===== config.mk =====
export PLATFORM = sky130hd
export DESIGN_NAME = mem_bus_seq
export DESIGN_NICKNAME = d
export VERILOG_FILES = /design/src/rtl/mem_bus_seq.sv
export SDC_FILE = /design/constraint.sdc
export NUM_CORES = 1
export LEC_CHECK = 0
export ABC_AREA = 1
export ABC_CLOCK_PERIOD_IN_PS = 1930
export CAP_MARGIN = 30
export CORE_MARGIN = 2
export CORE_UTILIZATION = 42
export DETAILED_ROUTE_END_ITERATION = 10
export GPL_ROUTABILITY_DRIVEN = 0
export GPL_TIMING_DRIVEN = 0
export PLACE_DENSITY_LB_ADDON = 0.1
export SYNTH_ARGS = -nofsm -noshare
export SYNTH_HDL_FRONTEND = slang
export SYNTH_SLANG_ARGS = --single-unit
export TNS_END_PERCENT = 30

===== constraint.sdc =====
create_clock -name clk -period 1.93 [get_ports clk]
set_input_delay 0.193 -clock clk [delete_from_list [all_inputs] [get_ports clk]]
set_output_delay 0.193 -clock clk [all_outputs]
set_load 0.1 [all_outputs]

===== src/rtl/mem_bus_seq.sv =====
// mem_bus_seq: sequences single-word MEM-stage accesses onto the shared bus; min 2-cycle busy (IDLE->ARB->XFER).
// Backpressure: busy stalls the pipe until bus_rdy_; HOLD keeps read data while stalled. Watchdog: MEM_BUS_SEQ_TIMEOUT_EN.
module mem_bus_seq #(
  parameter int unsigned TIMEOUT_CYCLES = 256
) (
  input  logic        clk,
  input  logic        reset,
  input  logic        stall,
  input  logic        flush,
  input  logic [29:0] req_addr,
  input  logic        req_as_,
  input  logic        req_rw,
  input  logic [31:0] req_wr_data,
  output logic [31:0] rd_data,
  output logic        busy,
  output logic        bus_req_,
  input  logic        bus_grnt_,
  output logic [29:0] bus_addr,
  output logic        bus_as_,
  output logic        bus_rw,
  output logic [31:0] bus_wr_data,
  input  logic [31:0] bus_rd_data,
  input  logic        bus_rdy_,
  output logic        bus_err
);

  typedef enum logic [1:0] {IDLE, ARB, XFER, HOLD} state_t;

  state_t      state_q, state_d;
  logic        bus_req_q, bus_req_d;
  logic        bus_as_q, bus_as_d;
  logic        bus_rw_q, bus_rw_d;
  logic [29:0] bus_addr_q, bus_addr_d;
  logic [31:0] bus_wr_data_q, bus_wr_data_d;
  logic [31:0] rd_buf_q, rd_buf_d;
  logic        bus_err_q, bus_err_d;
  logic        timeout;

`ifdef MEM_BUS_SEQ_TIMEOUT_EN
  localparam logic [15:0] TMO_LAST = 16'(TIMEOUT_CYCLES - 1);
  logic [15:0] tmo_cnt_q, tmo_cnt_d;

  // Fires in the last XFER cycle of the window, so busy drops with the abort decision.
  assign timeout = (state_q == XFER) && bus_rdy_ && (tmo_cnt_q == TMO_LAST);

  always_comb begin
    tmo_cnt_d = tmo_cnt_q;
    if (state_q == ARB && state_d == XFER) begin
      tmo_cnt_d = '0;
    end else if (state_q == XFER && bus_rdy_) begin
      tmo_cnt_d = tmo_cnt_q + 16'd1;
    end
  end
`else
  assign timeout = 1'b0;
`endif

  always_comb begin
    state_d       = state_q;
    bus_req_d     = bus_req_q;
    bus_as_d      = bus_as_q;
    bus_rw_d      = bus_rw_q;
    bus_addr_d    = bus_addr_q;
    bus_wr_data_d = bus_wr_data_q;
    rd_buf_d      = rd_buf_q;
    bus_err_d     = 1'b0;
    busy          = 1'b0;
    rd_data       = '0;

    case (state_q)
      IDLE: begin
        if (!req_as_ && !flush) begin
          busy          = 1'b1;
          bus_addr_d    = req_addr;
          bus_rw_d      = req_rw;
          bus_wr_data_d = req_wr_data;
          bus_req_d     = 1'b0;
          state_d       = ARB;
        end
      end
      ARB: begin
        busy = 1'b1;
        if (flush) begin
          bus_req_d = 1'b1;
          state_d   = IDLE;
        end else if (!bus_grnt_) begin
          bus_as_d = 1'b0;
          state_d  = XFER;
        end
      end
      XFER: begin
        // Strobe is a single cycle; grant changes are ignored until the slave answers.
        bus_as_d = 1'b1;
        if (!bus_rdy_) begin
          if (bus_rw_q) begin
            rd_buf_d = bus_rd_data;
            rd_data  = bus_rd_data;
          end
          bus_req_d = 1'b1;
          state_d   = (stall && !flush) ? HOLD : IDLE;
        end else if (timeout) begin
          bus_err_d = 1'b1;
          bus_req_d = 1'b1;
          rd_buf_d  = '0;
          state_d   = IDLE;
        end else begin
          busy = 1'b1;
        end
      end
      HOLD: begin
        rd_data = rd_buf_q;
        if (!stall || flush) begin
          state_d = IDLE;
        end
      end
      default: state_d = IDLE;
    endcase
  end

  always_ff @(posedge clk or negedge reset) begin
    if (!reset) begin
      state_q       <= IDLE;
      bus_req_q     <= 1'b1;
      bus_as_q      <= 1'b1;
      bus_rw_q      <= 1'b1;
      bus_addr_q    <= '0;
      bus_wr_data_q <= '0;
      rd_buf_q      <= '0;
      bus_err_q     <= 1'b0;
`ifdef MEM_BUS_SEQ_TIMEOUT_EN
      tmo_cnt_q     <= '0;
`endif
    end else begin
      state_q       <= state_d;
      bus_req_q     <= bus_req_d;
      bus_as_q      <= bus_as_d;
      bus_rw_q      <= bus_rw_d;
      bus_addr_q    <= bus_addr_d;
      bus_wr_data_q <= bus_wr_data_d;
      rd_buf_q      <= rd_buf_d;
      bus_err_q     <= bus_err_d;
`ifdef MEM_BUS_SEQ_TIMEOUT_EN
      tmo_cnt_q     <= tmo_cnt_d;
`endif
    end
  end

  assign bus_req_    = bus_req_q;
  assign bus_as_     = bus_as_q;
  assign bus_rw      = bus_rw_q;
  assign bus_addr    = bus_addr_q;
  assign bus_wr_data = bus_wr_data_q;
  assign bus_err     = bus_err_q;

endmodule


Word-level counts from Yosys, hierarchy flattened --
Cells that the tools add are included.
Cells by class: bitwise logic cells 1, equality and inequality tests 10, reduce and logical (&&, ||, !) cells 14, multiplexer cells 20
Operator list (number):
- two-way mux 32 bit | 2
- one-hot mux 32 bit (2 select lines) | 1
- two-way mux 2 bit | 6
- != test 2 bit (second input constant) | 6
- one-hot mux 2 bit (4 select lines) | 1
- AND reduction 4 bit | 2
- two-way mux 1 bit | 7
- one-hot mux 1 bit (3 select lines) | 2
- AND reduction 3 bit | 2
- equality test 2 bit (second input constant) | 2
- logical NOT 1 bit | 3
- != test 3 bit (second input constant) | 1
- nonzero test 3 bit | 1
- equality test 2 x 1 -> 1 bit (second input constant) | 1
- logical AND 1 bit | 2
- logical NOT 2 bit | 1
- one-hot mux 1 bit (2 select lines) | 1
- AND reduction 2 bit | 1
- nonzero test 2 bit | 1
- logical OR 1 bit | 1
- NOT 1 bit | 1
Storage, ports and cells: bits of input ports 102, register bits after elaboration 99, word-level logic and storage cells 52

Longest topological paths before layout --
Gate-level depths: netlist (run 1).
depth after elaboration 5, mapped depth 8, mapped depth without buffers 7

Least setup slack after synthesis (run 1) --
Ideal clock, no wire load.
kind register -> output, start register bus_rw_q (netlist: bus_rw), end output rd_data[0], stages on the path, launching flop included 6, arrival time 3514 ps, path slack -1777 ps, data required time 1737 ps, path through dfstp_2 -> nand3_2 -> inv_2 -> buf_4 -> nand2_1 -> o21ai_0
On the way: word-level cells in the longest chain between the ends 3
Ends and longest elaborated chain:
- from (decl) | RTL line 32 | logic bus_rw_q, bus_rw_d;
- from (signal assigned) | RTL line 137 | bus_rw_q <= bus_rw_d;
- two-way mux 32 bit | RTL line 95 | if (bus_rw_q) begin
- two-way mux 32 bit | RTL line 94 | if (!bus_rdy_) begin
- one-hot mux 32 bit (2 select lines) | RTL line 70 | case (state_q)
- to (decl) | RTL line 14 | output logic [31:0] rd_data,
Every way passes these cells.

Worst setup path after layout (run 1) --
start register state_q[0], end output rd_data[18]
On the way: word-level cells in the longest chain between the ends 2
Ends and longest elaborated chain:
- from (decl) | RTL line 29 | state_t state_q, state_d;
- from (signal assigned) | RTL line 134 | state_q <= state_d;
- equality test 2 bit | RTL line 70
- one-hot mux 32 bit (2 select lines) * | RTL line 70
Every way passes the cells marked *; elsewhere a longest branch is shown, timed or not.

==> results.cfg, run 1 <==
[power_and_ir_drop]
p_leak_nw = 3.916
peakVddDrop_mv = 1.657
power_density_nw_per_um2 = 1737
total_power_w = 0.01384

[sta]
finalCritPeriodShare = 1.084
rsz0062_at_grt = yes
slew_headroom = 0.3238
max_freq_mhz = 477.9
final.setup.worst_slack_ns = -0.1626
hold_slack_ns = 0.3593
setup_viol = 33
clock_skew_ns = 0.01354
finalCriticalPeriod_ns = 2.093
slew_violations = 0
hold_viol = 0
worst_pin_slew_ns = 1.018

[global_route]
grt_usage = 0.2649
grt_max_degree = 51
antenna_found_initial = 0
grt_pass1_vias = 4785
grt_overflow = 0
grt_pass1_wl_microns = 23360

[clock_tree]
cts.clk_slew.worst_paths_ns = 0.09
ctsRootBufferMaster = clkbuf_8
cts_tree = yes
clkSinkCount = 99
insertion_delay_ns = 0.37
cts.htree.levels = 3
cts_buffers = 9
clockBufferDepth = 2

[worst_setup_path]
cpPeakStageDelay_ns = 0.42
path_max_fanout = 5
rr_startpoint = state_q[1]$_DFFE_PN0P_
arrival_ns = 1.90
path_cells = inv_2 -> buf_6 -> ha_4 -> nor2_4 -> buf_4 -> clkbuf_16 -> o21ai_4 -> buf_12
worstSetupStartpointType = flop
critical_path.top_delay_family = buffers and inverters
ff2ff_setup_slack_ns = 0.13
reg2reg_depth = 7
critPathKind = flop to output port
critPathCapture = rd_data[18]
crit_buf_inv = 5
cp.depth = 8
crit_start = state_q[0]$_DFFE_PN0P_
timing.rr.end = rd_buf_q[17]$_DFFE_PN0P_
required_ns = 1.74
endpoint_kind = output port
cpMaxStageDelayCell = dfrtp_1

[drt]
first_pass_iters = 6
vias_per_cell = 4.983
drc = 0
drt_wl_total_microns = 14700
ant_nets = 0
wl_per_cell_microns = 16.19
via_count = 4525
drt_iter0_markers = 213

[final_layout]
drive_gt1_frac = 0.2358
fin_nets = 876
fill_cells = 685
regArea_sq_um = 2486
num_antenna_cells = 0
multi_input_area_sq_um = 2202
fin_util = 0.7822
syn2layout_area_growth_pct = 82.70

[floorplanning]
start_util = 0.4281
die_h_microns = 105.9
fp-row-count = 37
fp.dieW_microns = 105.9
core_sq_um = 10180
io_pins = 201
dieArea_sq_um = 11210

[run_status]
status = finished, violations left
violations = negative setup slack

[flow_run]
cap_violations = 0

[logic_synthesis]
syn_nets = 639
ys_types = 22
synth.cell_area_sq_um = 4360
synth_top_cell_area_share = 0.5509
synth_seq_cells = 99
ys_warn_count = 0
netlist_top_cells_area = dfrtp_1 (55%), nand2_1 (23%), nand3_1 (7.8%), o21ai_1 (2.2%), buf_2 (2.1%)
syn_avg_cell_area_sq_um = 8.227
synth_top_cell_by_area = dfrtp_1
syn_inst = 530
synth-seq-area-share = 0.5690

[placed_design]
place_hpwl_microns = 9318
port_buffers = 199

[min_path]
hold_class = input port to flop
==> power breakdown <==
| part | leakage, nW | internal [W] | switching (W) |
|---|---|---|---|
| Combinational | 2.57 | 0.00187 | 0.00686 |
| Clock | 0.0968 | 0.000733 | 0.000723 |
| Sequential | 1.25 | 0.00309 | 0.000564 |
| Total | 3.92 | 0.00569 | 0.00815 |
==> cells in the mapped netlist <==
library cell / n
nand3_1: 68
nand4_1: 1
nand2_1: 267
nor2_4: 1
buf_4: 4
o21bai_1: 2
conb_1: 1
inv_2: 1
a21oi_1: 2
nand2_2: 1
a31oi_1: 1
clkbuf_2: 2
ha_1: 7
buf_2: 18
dfstp_2: 3
nand3_2: 1
nor2_1: 2
o21ai_1: 19
o21ai_0: 16
dfrtp_1: 96
clkbuf_1: 9
inv_1: 8
==> per-stage QoR <==
| step | area (sq um) | instances | TNS (ns) | setup slack [ns] |
|---|---|---|---|---|
| after detailed placement | 6938 | 866 | -32.21 | -1.050 |
| after global placement | 6913 | 865 | -326.11 | -3.019 |
| after CTS | 7863 | 902 | -4.016 | -0.1448 |
| after global routing | 7966 | 908 | -6.050 | -0.2377 |
| final | 7966 | 908 | -3.706 | -0.1626 |
| after floorplan | 4751 | 530 | -2.788 | -0.1006 |
==> cell type report <==
class,count,share of cell area
Buffer,33,0.03392
Clock buffer,12,0.01696
Clock inverter,4,0.009424
Inverter,9,0.005811
Multi-Input combinational cell,389,0.2764
Sequential cell,99,0.3121
Tap cell,136,0.02136
Timing Repair Buffer,226,0.3240
==> metal layers <==
metal	part of all wire	GRT usage
met5	0	0
met2	0.52	0.4760
met4	0.030	0.08365
met3	0.074	0.07419
met1	0.38	0.3057
==> registers in the layout, indices dropped and copies added (netlist names) <==
signal and cells:
bus_req_ 1, bus_addr 30, bus_wr_data 32, state_q 2, rd_buf_q 32, bus_as_ 1
bus_rw 1
==> kinds of logic (layout without fill, tap and decap cells) <==
group           count (synthesis)  after routing  share of synthesized area
compound gates                 40             40                    0.04735
fa+ha+maj                       7              7                    0.02009
buf+inv                        42            284                    0.04534
flops                          99             99                     0.5690
other cells                     1              1                  0.0008600
simple gates                  341            341                     0.3174
==> timing repair <==
action	CTS	global route
resized for setup	433	10
endpoints found under the setup margin	98	33
setup buffers	15	7
pin swaps	27	15
endpoints found under the hold margin	47	0
cloned	4	1
hold buffers	1	0
==> worst min path at each step <==
| stage | from | end | slack [ns] | depth (start not counted) |
|---|---|---|---|---|
| after detailed placement | reset | bus_addr[6]$_DFFE_PN0P_ | 0.27 | 1 |
| final | req_rw | bus_rw$_DFFE_PN1P_ | 0.36 | 3 |
| after floorplan | reset | bus_addr[0]$_DFFE_PN0P_ | -0.10 | 0 |
| after global routing | req_rw | bus_rw$_DFFE_PN1P_ | 0.36 | 3 |
| after global placement | bus_wr_data[2]$_DFFE_PN0P_ | bus_wr_data[2]$_DFFE_PN0P_ | 0.45 | 2 |
| after CTS | req_rw | bus_rw$_DFFE_PN1P_ | 0.35 | 3 |
==> tightest hold or removal path: cells and delay by family <==
kind,cells,cell delay [ns]
simple gates,2,0.13
buf+inv,1,0.40
==> cells in the final DEF (no fill, tap or decap), types with 2 or more instances in the layout <==
master and n:
dlygate4sd2_1 62, dfstp_2 2, buf_4 19, o21ai_4 31, ha_1 3, clkbuf_1 8
clkbuf_16 7, inv_1 7, dfrtp_1 95, nor2_4 2, buf_12 36, nand2_2 28
bufinv_16 2, o21ai_0 2, a21oi_1 2, clkdlybuf4s15_2 3, clkdlybuf4s50_1 100, clkbuf_8 9
nand3_1 68, buf_6 3, clkbuf_2 2, nand2_1 236, ha_4 3, buf_2 17
nand2_4 4, clkinvlp_4 2, buf_16 2, o21bai_1 2
(Power assumes the default switching activity.)
==> run 2, diff against run 1 <==
--- a/config.mk
+++ b/config.mk
@@ -14,6 +14,7 @@
 export GPL_ROUTABILITY_DRIVEN = 0
 export GPL_TIMING_DRIVEN = 0
 export PLACE_DENSITY_LB_ADDON = 0.1
+export SLEW_MARGIN = 20
 export SYNTH_ARGS = -nofsm -noshare
 export SYNTH_HDL_FRONTEND = slang
 export SYNTH_SLANG_ARGS = --single-unit
==> constraint.sdc (replaced) <==
create_clock -name clk -period 1.93 [get_ports clk]
set_input_delay 0.2895 -clock clk [delete_from_list [all_inputs] [get_ports clk]]
set_output_delay 0.2895 -clock clk [all_outputs]
set_load 0.1 [all_outputs]
==> results.cfg, run 2 (synthesized netlist as in run 1, its figures left out) <==
[run_status]
status = finished, violations left
violations = negative setup slack

[clock_tree]
insertion_delay_ns = 0.37
cts.htree.levels = 3
cts_buffers = 9
clkSinkCount = 99
ctsRootBufferMaster = clkbuf_8
cts_tree = yes
clockBufferDepth = 2
cts.clk_slew.worst_paths_ns = 0.09

[flow_run]
cap_violations = 0

[sta]
hold_slack_ns = 0.4185
final.setup.worst_slack_ns = -0.2708
hold_viol = 0
slew_headroom = 0.3292
max_freq_mhz = 454.4
finalCritPeriodShare = 1.140
rsz0062_at_grt = yes
worst_pin_slew_ns = 1.010
setup_viol = 33
setup-tns-final_ns = -8.090
slew_violations = 0
finalCriticalPeriod_ns = 2.201
clock_skew_ns = 0.01050

[global_route]
use_met1 = 0.2975
antenna_found_initial = 0
grt_use_met2 = 0.4719
grt_overflow = 0
grt_pass1_wl_microns = 23320
grt_pass1_vias = 4838
grt_util_met3 = 0.07909
grt_usage = 0.2644
grt_busiest_layer = met2
grt_max_degree = 51

[worst_setup_path]
critPathCapture = rd_data[12]
critPathKind = flop to output port
path_cells = buf_4 -> ha_4 -> nor2_4 -> buf_6 -> clkbuf_16 -> o21ai_4 -> buf_12
path_max_fanout = 5
cpPeakStageDelay_ns = 0.47
rr_startpoint = state_q[0]$_DFFE_PN0P_
cpMaxStageDelayCell = dfrtp_2
timing.rr.end = bus_wr_data[14]$_DFFE_PN0P_
crit_start = state_q[1]$_DFFE_PN0P_
endpoint_kind = output port
ff2ff_setup_slack_ns = 0.13
required_ns = 1.64
worstSetupStartpointType = flop
arrival_ns = 1.91
reg2reg_depth = 7

[placed_design]
place_inst = 866
port_buffers = 199
place_hpwl_microns = 9319

[power_and_ir_drop]
p_clk_frac = 0.104
peakVddDrop_mv = 1.662
pwr-share-seq = 0.265
p_leak_nw = 3.983
power_density_nw_per_um2 = 1730
p_int_w = 0.005722
switching_power_w = 0.008256
combPwrFrac = 0.631
total_power_w = 0.01398
p_sw_frac = 0.5907

[drt]
ant_nets = 0
wl_per_cell_microns = 16.88
drt_iter0_markers = 242
first_pass_iters = 5
via_count = 4681
vias_per_cell = 5.121
drt_wl_total_microns = 15430
drc = 0

[final_layout]
syn2layout_area_growth_pct = 85.31
final_common_cell = nand2_1
regArea_sq_um = 2486
final_cell_mix = nand2_1 (237), clkdlybuf4s50_1 (100), dfrtp_1 (95), nand3_1 (68)
final_cells = 914
multi_input_area_sq_um = 2251
fin_util = 0.7934
fill_cells = 653
drive_gt1_frac = 0.2468
num_antenna_cells = 0
fin_nets = 882

[floorplanning]
die_h_microns = 105.9
start_util = 0.4281
io_pins = 201
fp.dieW_microns = 105.9
dieArea_sq_um = 11210
core_sq_um = 10180
fp-row-count = 37

[min_path]
hold_class = input port to async pin
[run 2: cell types whose count changed in the layout (fill, tap and decap cells not counted), sizes merged]
| cell | change |
|---|---|
| clkbuf | +6 |
| buf | +6 |
| clkdlybuf4s15 | +20 |
| dlygate4sd2 | -26 |
[run 2: layout make-up]
cell class / instances / area share
inverters: 9 / 0.005729
multi-input cells: 389 / 0.2786
clock inverters: 4 / 0.009291
clock buffers: 12 / 0.01672
plain buffers: 33 / 0.03484
repair buffers: 232 / 0.3261
well taps: 136 / 0.02106
flip-flops and latches: 99 / 0.3077
[run 2: per-layer routing]
metal | up-vias | part of all wire | routed length, microns
li1 | 2170 | - | -
met1 | 2263 | 0.38 | 5788
met2 | 214 | 0.52 | 8032
met3 | 34 | 0.079 | 1212
met4 | 0 | 0.026 | 396
met5 | - | 0 | 0
[run 2: timing repair]
action	4_1_cts	5_1_grt
buffers inserted	18	9
endpoints found under the setup margin	98	58
gates cloned	4	2
hold endpoints to repair	47	0
hold buffers	1	0
resized for setup	442	47
pin swaps	20	28
[run 2: critical path, delay by kind of cell (launching register included)]
kind / cells / cell delay [ns]
and+or+nand+nor: 1 / 0.19
adders and majority gates: 1 / 0.17
buffers and inverters: 4 / 0.65
AOI/OAI and AO/OA: 1 / 0.07
DFF: 1 / 0.47
[run 2: worst min-delay path by stage]
stage,endpoint,depth (start not counted)
3_3_place_gp,bus_wr_data[2]$_DFFE_PN0P_,2
5_1_grt,bus_rw$_DFFE_PN1P_,3
2_1_floorplan,bus_addr[0]$_DFFE_PN0P_,0
4_1_cts,bus_addr[6]$_DFFE_PN0P_,2
3_5_place_dp,bus_addr[6]$_DFFE_PN0P_,1
6_report,bus_addr[3]$_DFFE_PN0P_,2
[run 2: power by group through the flow]
stage / clock network, W / registers (W) / logic (W)
after floorplan: 0 / 0.00828 / 0.00184
after global placement: 0 / 0.00363 / 0.00855
after detailed placement: 0 / 0.00367 / 0.00864
after CTS: 0.00147 / 0.00362 / 0.00867
after global routing: 0.00158 / 0.00381 / 0.00920
final: 0.00145 / 0.00371 / 0.00882
[run 2: through the flow]
| step | cell area (sq um) | setup slack, ns |
|---|---|---|
| 2_1_floorplan | 4751 | -0.1971 |
| 3_3_place_gp | 6913 | -3.115 |
| 3_5_place_dp | 6942 | -1.147 |
| 4_1_cts | 7918 | -0.2390 |
| 5_1_grt | 8080 | -0.3323 |
| 6_report | 8080 | -0.2708 |
==> run 3, diff against run 2 <==
--- a/config.mk
+++ b/config.mk
@@ -8,8 +8,10 @@
 export ABC_AREA = 1
 export ABC_CLOCK_PERIOD_IN_PS = 1930
 export CAP_MARGIN = 30
-export CORE_MARGIN = 2
-export CORE_UTILIZATION = 42
+export CELL_PAD_IN_SITES_DETAIL_PLACEMENT = 2
+export CELL_PAD_IN_SITES_GLOBAL_PLACEMENT = 2
+export CORE_MARGIN = 1.5
+export CORE_UTILIZATION = 22
 export DETAILED_ROUTE_END_ITERATION = 10
 export GPL_ROUTABILITY_DRIVEN = 0
 export GPL_TIMING_DRIVEN = 0
==> results.cfg, run 3 (synthesized netlist as in run 1, its figures left out) <==
[global_route]
grt_pass1_wl_microns = 28290
grt_pass1_vias = 5285
antenna_found_initial = 0
grt_overflow = 0
grt_usage = 0.1792
grt_max_degree = 66

[placed_design]
place_hpwl_microns = 12350
place_ws_ns = -1.264
port_buffers = 199

[worst_setup_path]
timing.rr.end = bus_wr_data[11]$_DFFE_PN0P_
reg2reg_depth = 8
cp.depth = 9
cpPeakStageDelay_ns = 0.41
critPathKind = flop to output port
endpoint_kind = output port
rr_startpoint = state_q[0]$_DFFE_PN0P_
path_cells = inv_2 -> ha_4 -> nand3_4 -> clkinv_4 -> buf_6 -> clkbuf_16 -> nand2_2 -> o21ai_4 -> buf_12
worstSetupStartpointType = flop
arrival_ns = 1.91
required_ns = 1.64
ff2ff_setup_slack_ns = 0.02
crit_buf_inv = 5
cpMaxStageDelayCell = dfrtp_1
path_max_fanout = 5
critical_path.top_delay_family = buffers and inverters

[final_layout]
syn2layout_area_growth_pct = 93.20
fill_cells = 2083
final_common_cell = nand2_1
final_cell_mix = nand2_1 (237), clkdlybuf4s50_1 (102), dfrtp_1 (95), nand3_1 (68), dlygate4sd2_1 (51)
multi_input_area_sq_um = 2271
drive_gt1_frac = 0.2474
regArea_sq_um = 2486
num_antenna_cells = 0
fin_util = 0.4329
fin_nets = 884

[sta]
finalCritPeriodShare = 1.138
slew_headroom = 0.3217
setup-tns-final_ns = -7.499
final.setup.worst_slack_ns = -0.2659
max_freq_mhz = 455.4
setup_viol = 33
hold_viol = 0
worst_pin_slew_ns = 1.021
slew_violations = 0
finalCriticalPeriod_ns = 2.196
rsz0062_at_grt = yes
clock_skew_ns = 0.01293

[clock_tree]
cts_buffers = 9
insertion_delay_ns = 0.35
clkSinkCount = 99
clockBufferDepth = 2
cts.clk_slew.worst_paths_ns = 0.07
cts_tree = yes
ctsRootBufferMaster = clkbuf_16
cts.htree.levels = 3

[power_and_ir_drop]
total_power_w = 0.01463
p_leak_nw = 4.095
peakVddDrop_mv = 1.024
power_density_nw_per_um2 = 1737

[floorplanning]
dieArea_sq_um = 20670
fp-row-count = 51
io_pins = 201
start_util = 0.2240
die_h_microns = 143.8
core_sq_um = 19460
fp.dieW_microns = 143.8

[drt]
ant_nets = 0
drc = 0
wl_per_cell_microns = 17.63
drt_wl_total_microns = 18430
via_count = 4565
first_pass_iters = 4
drt_iter0_markers = 81
vias_per_cell = 4.368

[min_path]
hold_class = input port to async pin

[run_status]
status = finished, violations left
violations = negative setup slack

[flow_run]
cap_violations = 0
[run 3: cell count changes in the layout (fill, tap and decap cells not counted), moves of 3 or more]
cell	change
buf_16	+3
clkbuf_16	+9
clkbuf_8	-8
clkbuf_2	-5
clkdlybuf4s15_1	-12
dlygate4sd2_1	+15
[run 3: stage by stage]
step | hold slack, ns | cells | area (sq um)
CTS | 0.4157 | 1039 | 8319
floorplan | -0.006091 | 530 | 4751
detailed placement | 0.2121 | 997 | 7158
finish | 0.4174 | 1045 | 8424
global placement | 0.4528 | 994 | 7074
global route | 0.4372 | 1045 | 8424
[run 3: power breakdown]
part           switching [W]  internal (W)
Clock               0.000828       0.00105
Combinational        0.00703       0.00204
Sequential          0.000584       0.00310
[run 3: routing by layer]
metal  part of all wire  track usage  up-vias
li1                   -            -     2163
met1               0.37       0.1903     2262
met2               0.55       0.3398      130
met3              0.069      0.06031       10
met4             0.0081      0.03921        0
met5                  0            0        -
[run 3: worst max-delay path by stage]
stage | startpoint | to | slack (ns)
after global routing | state_q[0]$_DFFE_PN0P_ | rd_data[16] | -0.35
after CTS | state_q[0]$_DFFE_PN0P_ | rd_data[30] | -0.26
after detailed placement | state_q[0]$_DFFE_PN0P_ | rd_data[18] | -1.26
final | state_q[0]$_DFFE_PN0P_ | rd_data[16] | -0.27
after floorplan | bus_rw$_DFFE_PN1P_ | rd_data[0] | -0.20
after global placement | reset | bus_wr_data[1]$_DFFE_PN0P_ | -3.67
[run 3: final cells by class]
| cell class | count | share of cell area |
|---|---|---|
| repair buffers | 235 | 0.3239 |
| inverters | 9 | 0.004604 |
| flip-flops and latches | 99 | 0.2951 |
| clock buffers | 11 | 0.02881 |
| clock inverters | 5 | 0.007129 |
| well taps | 265 | 0.03936 |
| multi-input cells | 389 | 0.2696 |
| plain buffers | 32 | 0.03149 |
[run 3: worst reg2reg max path: stages, from the launching register on]
cell	delay (ns)
dfrtp_1	0.41
inv_2	0.10
buf_4	0.11
buf_4	0.10
ha_2	0.20
buf_2	0.25
clkbuf_1	0.41
nand3_1	0.15
nand2_1	0.10
[run 3: timing repair]
| action | 4_1_cts | 5_1_grt |
|---|---|---|
| hold buffers | 1 | 0 |
| setup endpoints to repair | 96 | 52 |
| hold endpoints to repair | 34 | 0 |
| gates resized for setup | 447 | 21 |
| buffers inserted | 21 | 6 |
| cloned | 5 | 1 |
| pin swaps | 24 | 15 |
